### src/rtl/cla_pkg.sv
// Shared constants and helpers for the carry-lookahead adder.
// The group size is fixed at 4 bits.
package cla_pkg;

    localparam int CLA_GROUP = 4;

    function automatic int cla_groups(input int width);
        return width / CLA_GROUP;
    endfunction

endpackage

### src/rtl/cla4_block.sv
// 4-bit lookahead group: sum bits plus group generate/propagate.
// All internal carries are fully expanded from cin, with no chained reuse.
import cla_pkg::*;

module cla4_block (
    input  logic [3:0] a,
    input  logic [3:0] b,
    input  logic       cin,
    output logic [3:0] s,
    output logic       gg,
    output logic       gp
);

    logic [3:0] g;
    logic [3:0] p;
    logic [3:0] c;

    assign g = a & b;
    assign p = a ^ b;

    assign c[0] = cin;
    assign c[1] = g[0] | (p[0] & cin);
    assign c[2] = g[1] | (p[1] & g[0]) | (p[1] & p[0] & cin);
    assign c[3] = g[2] | (p[2] & g[1]) | (p[2] & p[1] & g[0])
                | (p[2] & p[1] & p[0] & cin);

    assign s  = p ^ c;
    assign gp = &p;
    assign gg = g[3] | (p[3] & g[2]) | (p[3] & p[2] & g[1])
              | (p[3] & p[2] & p[1] & g[0]);

endmodule

### src/rtl/cla_adder.sv
// Registered carry-lookahead adder: {carry,sum} <= a + b + c0 each clock.
// Groups of 4 bits feed a flattened second-level group-carry network.
import cla_pkg::*;

module cla_adder #(
    parameter int WIDTH = 4
) (
    input  logic             clk,
    input  logic             rst_n,
    output logic [WIDTH-1:0] sum,
    output logic             carry,
    input  logic [WIDTH-1:0] a,
    input  logic [WIDTH-1:0] b,
    input  logic             c0
);

    localparam int GROUPS = cla_groups(WIDTH);

    if (WIDTH < CLA_GROUP || (WIDTH % CLA_GROUP) != 0) begin : g_bad_width
        $error("cla_adder: WIDTH must be a positive multiple of 4");
    end

    logic [GROUPS-1:0] grp_g;
    logic [GROUPS-1:0] grp_p;
    logic [GROUPS:0]   grp_c;
    logic [WIDTH-1:0]  sum_next;

    assign grp_c[0] = c0;

    for (genvar k = 0; k < GROUPS; k++) begin : g_grp
        cla4_block u_blk (
            .a   (a[4*k +: 4]),
            .b   (b[4*k +: 4]),
            .cin (grp_c[k]),
            .s   (sum_next[4*k +: 4]),
            .gg  (grp_g[k]),
            .gp  (grp_p[k])
        );
    end

    // Carry into group k: OR over j<k of GG[j] propagated through GP[k-1:j+1],
    // plus c0 propagated through every lower group.
    for (genvar k = 1; k <= GROUPS; k++) begin : g_lvl2
        logic [k:0] terms;

        assign terms[k] = c0 & (&grp_p[k-1:0]);

        for (genvar j = 0; j < k; j++) begin : g_term
            if (j == k - 1) begin : g_near
                assign terms[j] = grp_g[j];
            end else begin : g_far
                assign terms[j] = grp_g[j] & (&grp_p[k-1:j+1]);
            end
        end

        assign grp_c[k] = |terms;
    end

    always_ff @(posedge clk or negedge rst_n) begin
        if (!rst_n) begin
            sum   <= '0;
            carry <= 1'b0;
        end else begin
            sum   <= sum_next;
            carry <= grp_c[GROUPS];
        end
    end

endmodule

### config.mk
export PLATFORM = sky130hd
export DESIGN_NAME = cla_adder
export DESIGN_NICKNAME = d
export VERILOG_FILES = /design/src/rtl/cla_pkg.sv /design/src/rtl/cla4_block.sv /design/src/rtl/cla_adder.sv
export SDC_FILE = /design/constraint.sdc
export NUM_CORES = 1
export LEC_CHECK = 0
export ABC_CLOCK_PERIOD_IN_PS = 800
export BUFFER_PORTS_ARGS = -buffer_cell sky130_fd_sc_hd__buf_4
export CAP_MARGIN = 20
export CORE_AREA = 3 3 40 42
export DETAILED_ROUTE_END_ITERATION = 6
export DIE_AREA = 0 0 43 45
export PLACE_DENSITY = 0.59
export SLEW_MARGIN = 20
export SYNTH_ARGS = -nofsm -noshare
export SYNTH_HDL_FRONTEND = slang
export SYNTH_HIERARCHICAL = 1
export SYNTH_SLANG_ARGS = --single-unit
### constraint.sdc
create_clock -name clk -period 0.8 [get_ports clk]
set_input_delay 0.16 -clock clk [delete_from_list [all_inputs] [get_ports clk]]
set_output_delay 0.16 -clock clk [all_outputs]
set_load 0.01 [all_outputs]
* Word-level counts from Yosys, hierarchy flattened *
Index checks and enable logic that the tools add are counted.

storage, ports and cells
  register bits after elaboration = 5
  output and inout port bits = 5
  word-level logic and storage cells = 31

cells by class
  bitwise logic cells = 27
  reductions and logical operators = 2

operators with widths
  kind                 count
  1-bit AND            15
  1-bit bitwise OR     9
  4-bit bitwise XOR    2
  4-bit AND            1
  4-bit AND reduction  1
  2-bit OR reduction   1

* Logic depth before layout (Yosys ltp) *
  depth after elaboration = 6
  depth in mapped cells = 5
  depth with buffers taken out = 5

* By module *
Netlist, hierarchy kept.

by module, submodules not included
  module      times used  cells an instance  area an instance (sq um)  sequential area each (sq um)
  cla4_block  1           22                 182.7                     0.0
  cla_adder   1           6                  132.6                     125.1

* Worst setup path before layout *
No wires, ideal clock.

  path kind = input to register
  from = in a[2]
  to = reg carry
  arrival = 1,038 ps
  data required time = 682 ps
  path slack = -356 ps
  stages = 5
  path buffers = 0
  path through = ha_1 a21oi_1 nand2_1 a21o_1 a21o_1

on the way
  cells in the longest elaborated chain, start to end = 6

RTL lines
  what                                            line                                RTL
  start: declaration                              cla_adder.sv:12                     input logic [WIDTH-1:0] a,
  4-bit AND or 4-bit bitwise XOR (tied branches)  cla4_block.sv:18, cla4_block.sv:19
  1-bit AND (on tied branches)                    cla4_block.sv:29, cla4_block.sv:30
  1-bit bitwise OR (tied with other cells)        cla4_block.sv:29                    assign gg = g[3] | (p[3] & g[2]) | (p[3] & p[2] & g[1])
  1-bit bitwise OR or 1-bit AND (tied branches)   cla4_block.sv:29, cla4_block.sv:30
  1-bit bitwise OR *                              cla4_block.sv:30                    | (p[3] & p[2] & p[1] & g[0]);
  net grp_g                                       cla_adder.sv:23                     logic [GROUPS-1:0] grp_g;
  2-bit OR reduction *                            cla_adder.sv:56                     assign grp_c[k] = |terms;
  net grp_c[1]                                    cla_adder.sv:25                     logic [GROUPS:0] grp_c;
  end signal: assignment                          cla_adder.sv:65                     carry <= grp_c[GROUPS];
  end: declaration                                cla_adder.sv:11                     output logic carry,

The timed path passes the listed nets; every way through them passes the cells marked *.

* Final worst setup path *
  from = in b[2]
  to = reg carry

on the way
  cells in the longest elaborated chain, start to end = 6

RTL lines
  what                                            line                                RTL
  start: declaration                              cla_adder.sv:13                     input logic [WIDTH-1:0] b,
  4-bit AND or 4-bit bitwise XOR (tied branches)  cla4_block.sv:18, cla4_block.sv:19
  1-bit AND (on tied branches)                    cla4_block.sv:29, cla4_block.sv:30
  1-bit bitwise OR (tied with other cells)        cla4_block.sv:29
  1-bit bitwise OR or 1-bit AND (tied branches)   cla4_block.sv:29, cla4_block.sv:30
  1-bit bitwise OR *                              cla4_block.sv:30
  net grp_g                                       cla_adder.sv:23
  2-bit OR reduction *                            cla_adder.sv:56
  net grp_c[1]                                    cla_adder.sv:25

Marks and branches as above.

==> results <==
- After synthesis, the most frequently instantiated cells are 5 x dfrtp_1, 5 x ha_1, 4 x inv_1.
- The synthesis-to-layout area growth is 93.3%.
- The final max-slew violation count is 0.
- The share of synthesized area in the top cell type comes to 0.397.
- Using the TritonRoute via totals, the vias-per-cell ratio works out to 4.19.
- In the global route stage, overall resource usage came out at 0.0773.
- The number of CTS-inserted buffers is 3.
- The die extent in x is 43 um.
- The final period demand of the worst path is 0.904 ns.
- Yosys printed 6 warnings.
- The worst setup path is of the input pin to flop kind.
- The number of antenna diodes is 0.
- The clock passes through at most 2 buffers.
- The post-placement setup slack is -0.363 ns.
- The last weighted congestion value of the routability-driven placer is 0.734.
- Ranked by total cell area, the synthesized netlist is headed by dfrtp_1 40%, ha_1 20%, a21o_1 7.1%.
- The total leakage power is 0.303 nW.
- The detailed placer's ending HPWL is 581 um.
- The worst setup path is captured at a flop.
- The checks that failed: negative setup slack.
- The post-route total power is 967 uW.
- Of the total synthesized cell area, the portion taken by full adders, half adders and majority gates is 0.262.
- The final global-route overflow total is 0.
- For this block, the via count after detailed routing is 285.
- Setup violations remaining at the end of the flow were counted as 6.
- In the synthesized netlist the async set-or-reset flop fraction comes to 1.00.
- For this design the top-level I/O count stands at 16.
- The number of flops mapped to enable cells by yosys is 0.
- The pin count of the biggest net entering global routing is 6.
- The gate count after technology mapping is 28.
- Clock-pin slew was measured on the worst setup and hold paths at 0.04 ns.
- The total detailed-routing wirelength is 730 um.
- For this run, the detailed router's first-pass iteration total came to 1.
- Data on the critical path arrives at its endpoint at 1.02 ns.
- The count of different cell masters after synthesis is 13.
- The first global-routing pass estimated 1.06 mm of wire.
- The floorplan has 13 rows.
- Summed over all instances, the cell type with the most area after synthesis is dfrtp_1.
- Headroom to the max-slew limit came out at 0.904.
- Dividing the detail-routed wire length by the instance count gives 10.7 um.
- The worst-path maximum fanout is 5.
- CTS built an H-tree with a depth of 1.
- The die outline area is 1940 sq um.
- The violation count after the first detailed-routing iteration is 0.
- STA classifies the critical path startpoint as an input pin.
- The share of the clock period used by the worst path after layout is 1.13.
- The area of the core region is 1280 sq um.
- After synthesis, the largest family of logic cells by area is adder cells.
- The xor and xnor fraction of the mapped netlist area is 0.0833.
- Setup repair after global routing could not meet its margin everywhere.
- The TritonCTS clock tree is yes.
- The worst min-delay path class is input pin to async pin.
- In the final layout, the share of cells above drive strength 1 is 0.585.
- Buffers placed on the I/O ports in this run total 15.
- The count of final hold-check violations came to 0.
- The initial antenna violation count is 0.
- The actual slew at the worst max-slew pin is 0.142 ns.
- CTS saw 5 sinks.
- The number of nets in the synthesized netlist is 45.
- The finished cells cover 609 sq um.
- For this configuration, the core starts out at a cell density of 0.245.
- Of the total synthesized cell area, the portion taken by AND, OR, NAND and NOR gates is 0.0952.
- The largest vdd supply drop is 0.536 mV.
- In this run the post-CTS setup repair buffer count came out at 0.
- For this run, the register share of the synthesized area comes to 0.397.
- Averaged over all synthesized cells, the footprint is 11.3 sq um.
- The placed instances occupy a cell area of 536 sq um.
- The remaining routing DRC violations is 0.
- The share of the synthesized area in compound gates (AO/OA/AOI/OAI) is 0.115.
- Among all flip-flop cells after synthesis, the most frequent one is dfrtp_1.
- Power spread over the standard cell area amounts to 1590 nW/um^2.
- The worst setup slack after layout is -0.104 ns.
- The number of nets with antenna violations after detailed routing is 0.
- The post-synthesis mux area share is 0.
- The maximum operating frequency is 1.11 GHz.
- The clock root buffer is clkbuf_4.
- The max-capacitance violation count is 0.
- Hold is met by 0.267 ns.
- The flow ran to the end, but the final reports show violations.
- The required time reported for the critical path endpoint is 0.92 ns.
- The summed instance area of the synthesized netlist is 315 sq um.
- For this run, the post-layout net count is 71.
- In this run, synthesis produced a sequential element count of 5.
- The die outline height is 45 um.
- The via count of the first global-routing pass is 287.
metrics by stage:
stage / instances / util / setup TNS (ns)
finish: 68 / 0.474 / -0.470
global route: 68 / 0.474 / -0.612
CTS: 68 / 0.465 / -0.524
detailed placement: 63 / 0.417 / -1.16
global placement: 63 / 0.417 / -1.12
floorplan: 28 / - / -0.332
routing by layer:
layer / share of wire / track usage
met5: 0 / 0
met1: 0.35 / 0.0817
met4: 0.014 / 0.0723
met2: 0.54 / 0.123
met3: 0.090 / 0.0239
cell type report:
| type | count | area, sq um |
|---|---|---|
| clock buffers | 4 | 26.3 |
| fillers | 128 | 676 |
| inverters | 4 | 22.5 |
| multi-input cells | 19 | 226 |
| flip-flops and latches | 5 | 125 |
| well taps | 15 | 18.8 |
| repair buffers | 21 | 190 |
state kept, by name, summed over array words and instances (netlist names):
signal,count
carry,1
sum,4
where the power goes:
part | total (mW) | internal [mW] | leakage [nW] | switching, mW
Sequential | 0.318 | 0.299 | 0.0587 | 0.0193
Combinational | 0.374 | 0.231 | 0.229 | 0.143
Clock | 0.275 | 0.188 | 0.0150 | 0.0875
Total | 0.967 | 0.717 | 0.303 | 0.250
final timing paths:
path	start	endpoint	slack [ns]
max	b[2]	carry	-0.10
min	rst_n	sum[1]	0.27
max in group asynchronous	rst_n	sum[2]	0.43
min in group clk	c0	carry	0.32
cells in the final DEF (no fill, tap or decap):
cell type | Yosys | layout
a21o_1 | 3 | 3
a21oi_2 | 1 | 1
a21oi_4 | 0 | 1
and4_2 | 1 | 1
buf_4 | 0 | 12
buf_6 | 0 | 8
clkbuf_1 | 0 | 1
clkbuf_4 | 0 | 3
dfrtp_1 | 5 | 5
dlygate4sd3_1 | 0 | 1
fa_2 | 0 | 1
ha_1 | 5 | 2
ha_4 | 0 | 3
inv_1 | 4 | 3
inv_8 | 0 | 1
nand2_1 | 1 | 1
nand3_1 | 2 | 2
nand4_1 | 1 | 1
xnor2_1 | 2 | 2
xor2_1 | 1 | 1
worst max-delay path: stages:
cell     delay (ns)
buf_6          0.09
ha_4           0.25
a21oi_4        0.13
nand2_1        0.07
a21o_1         0.15
a21o_1         0.15
logic make-up (layout without fill, tap and decap cells):
| logic type | count (synthesis) | count (layout) |
|---|---|---|
| and+or+nand+nor | 5 | 5 |
| xor gates and xnor gates | 3 | 3 |
| adders and majority gates | 6 | 6 |
| buffers and inverters | 4 | 29 |
| DFF | 5 | 5 |
| AOI/OAI and AO/OA | 5 | 5 |
what timing repair did:
action / in CTS / in global routing
resized for setup: 7 / 2
endpoints found under the hold margin: 5 / 0
setup endpoints to repair: 6 / 8
hold buffers: 1 / 0
No activity file was read; power rests on OpenSTA's default activity.
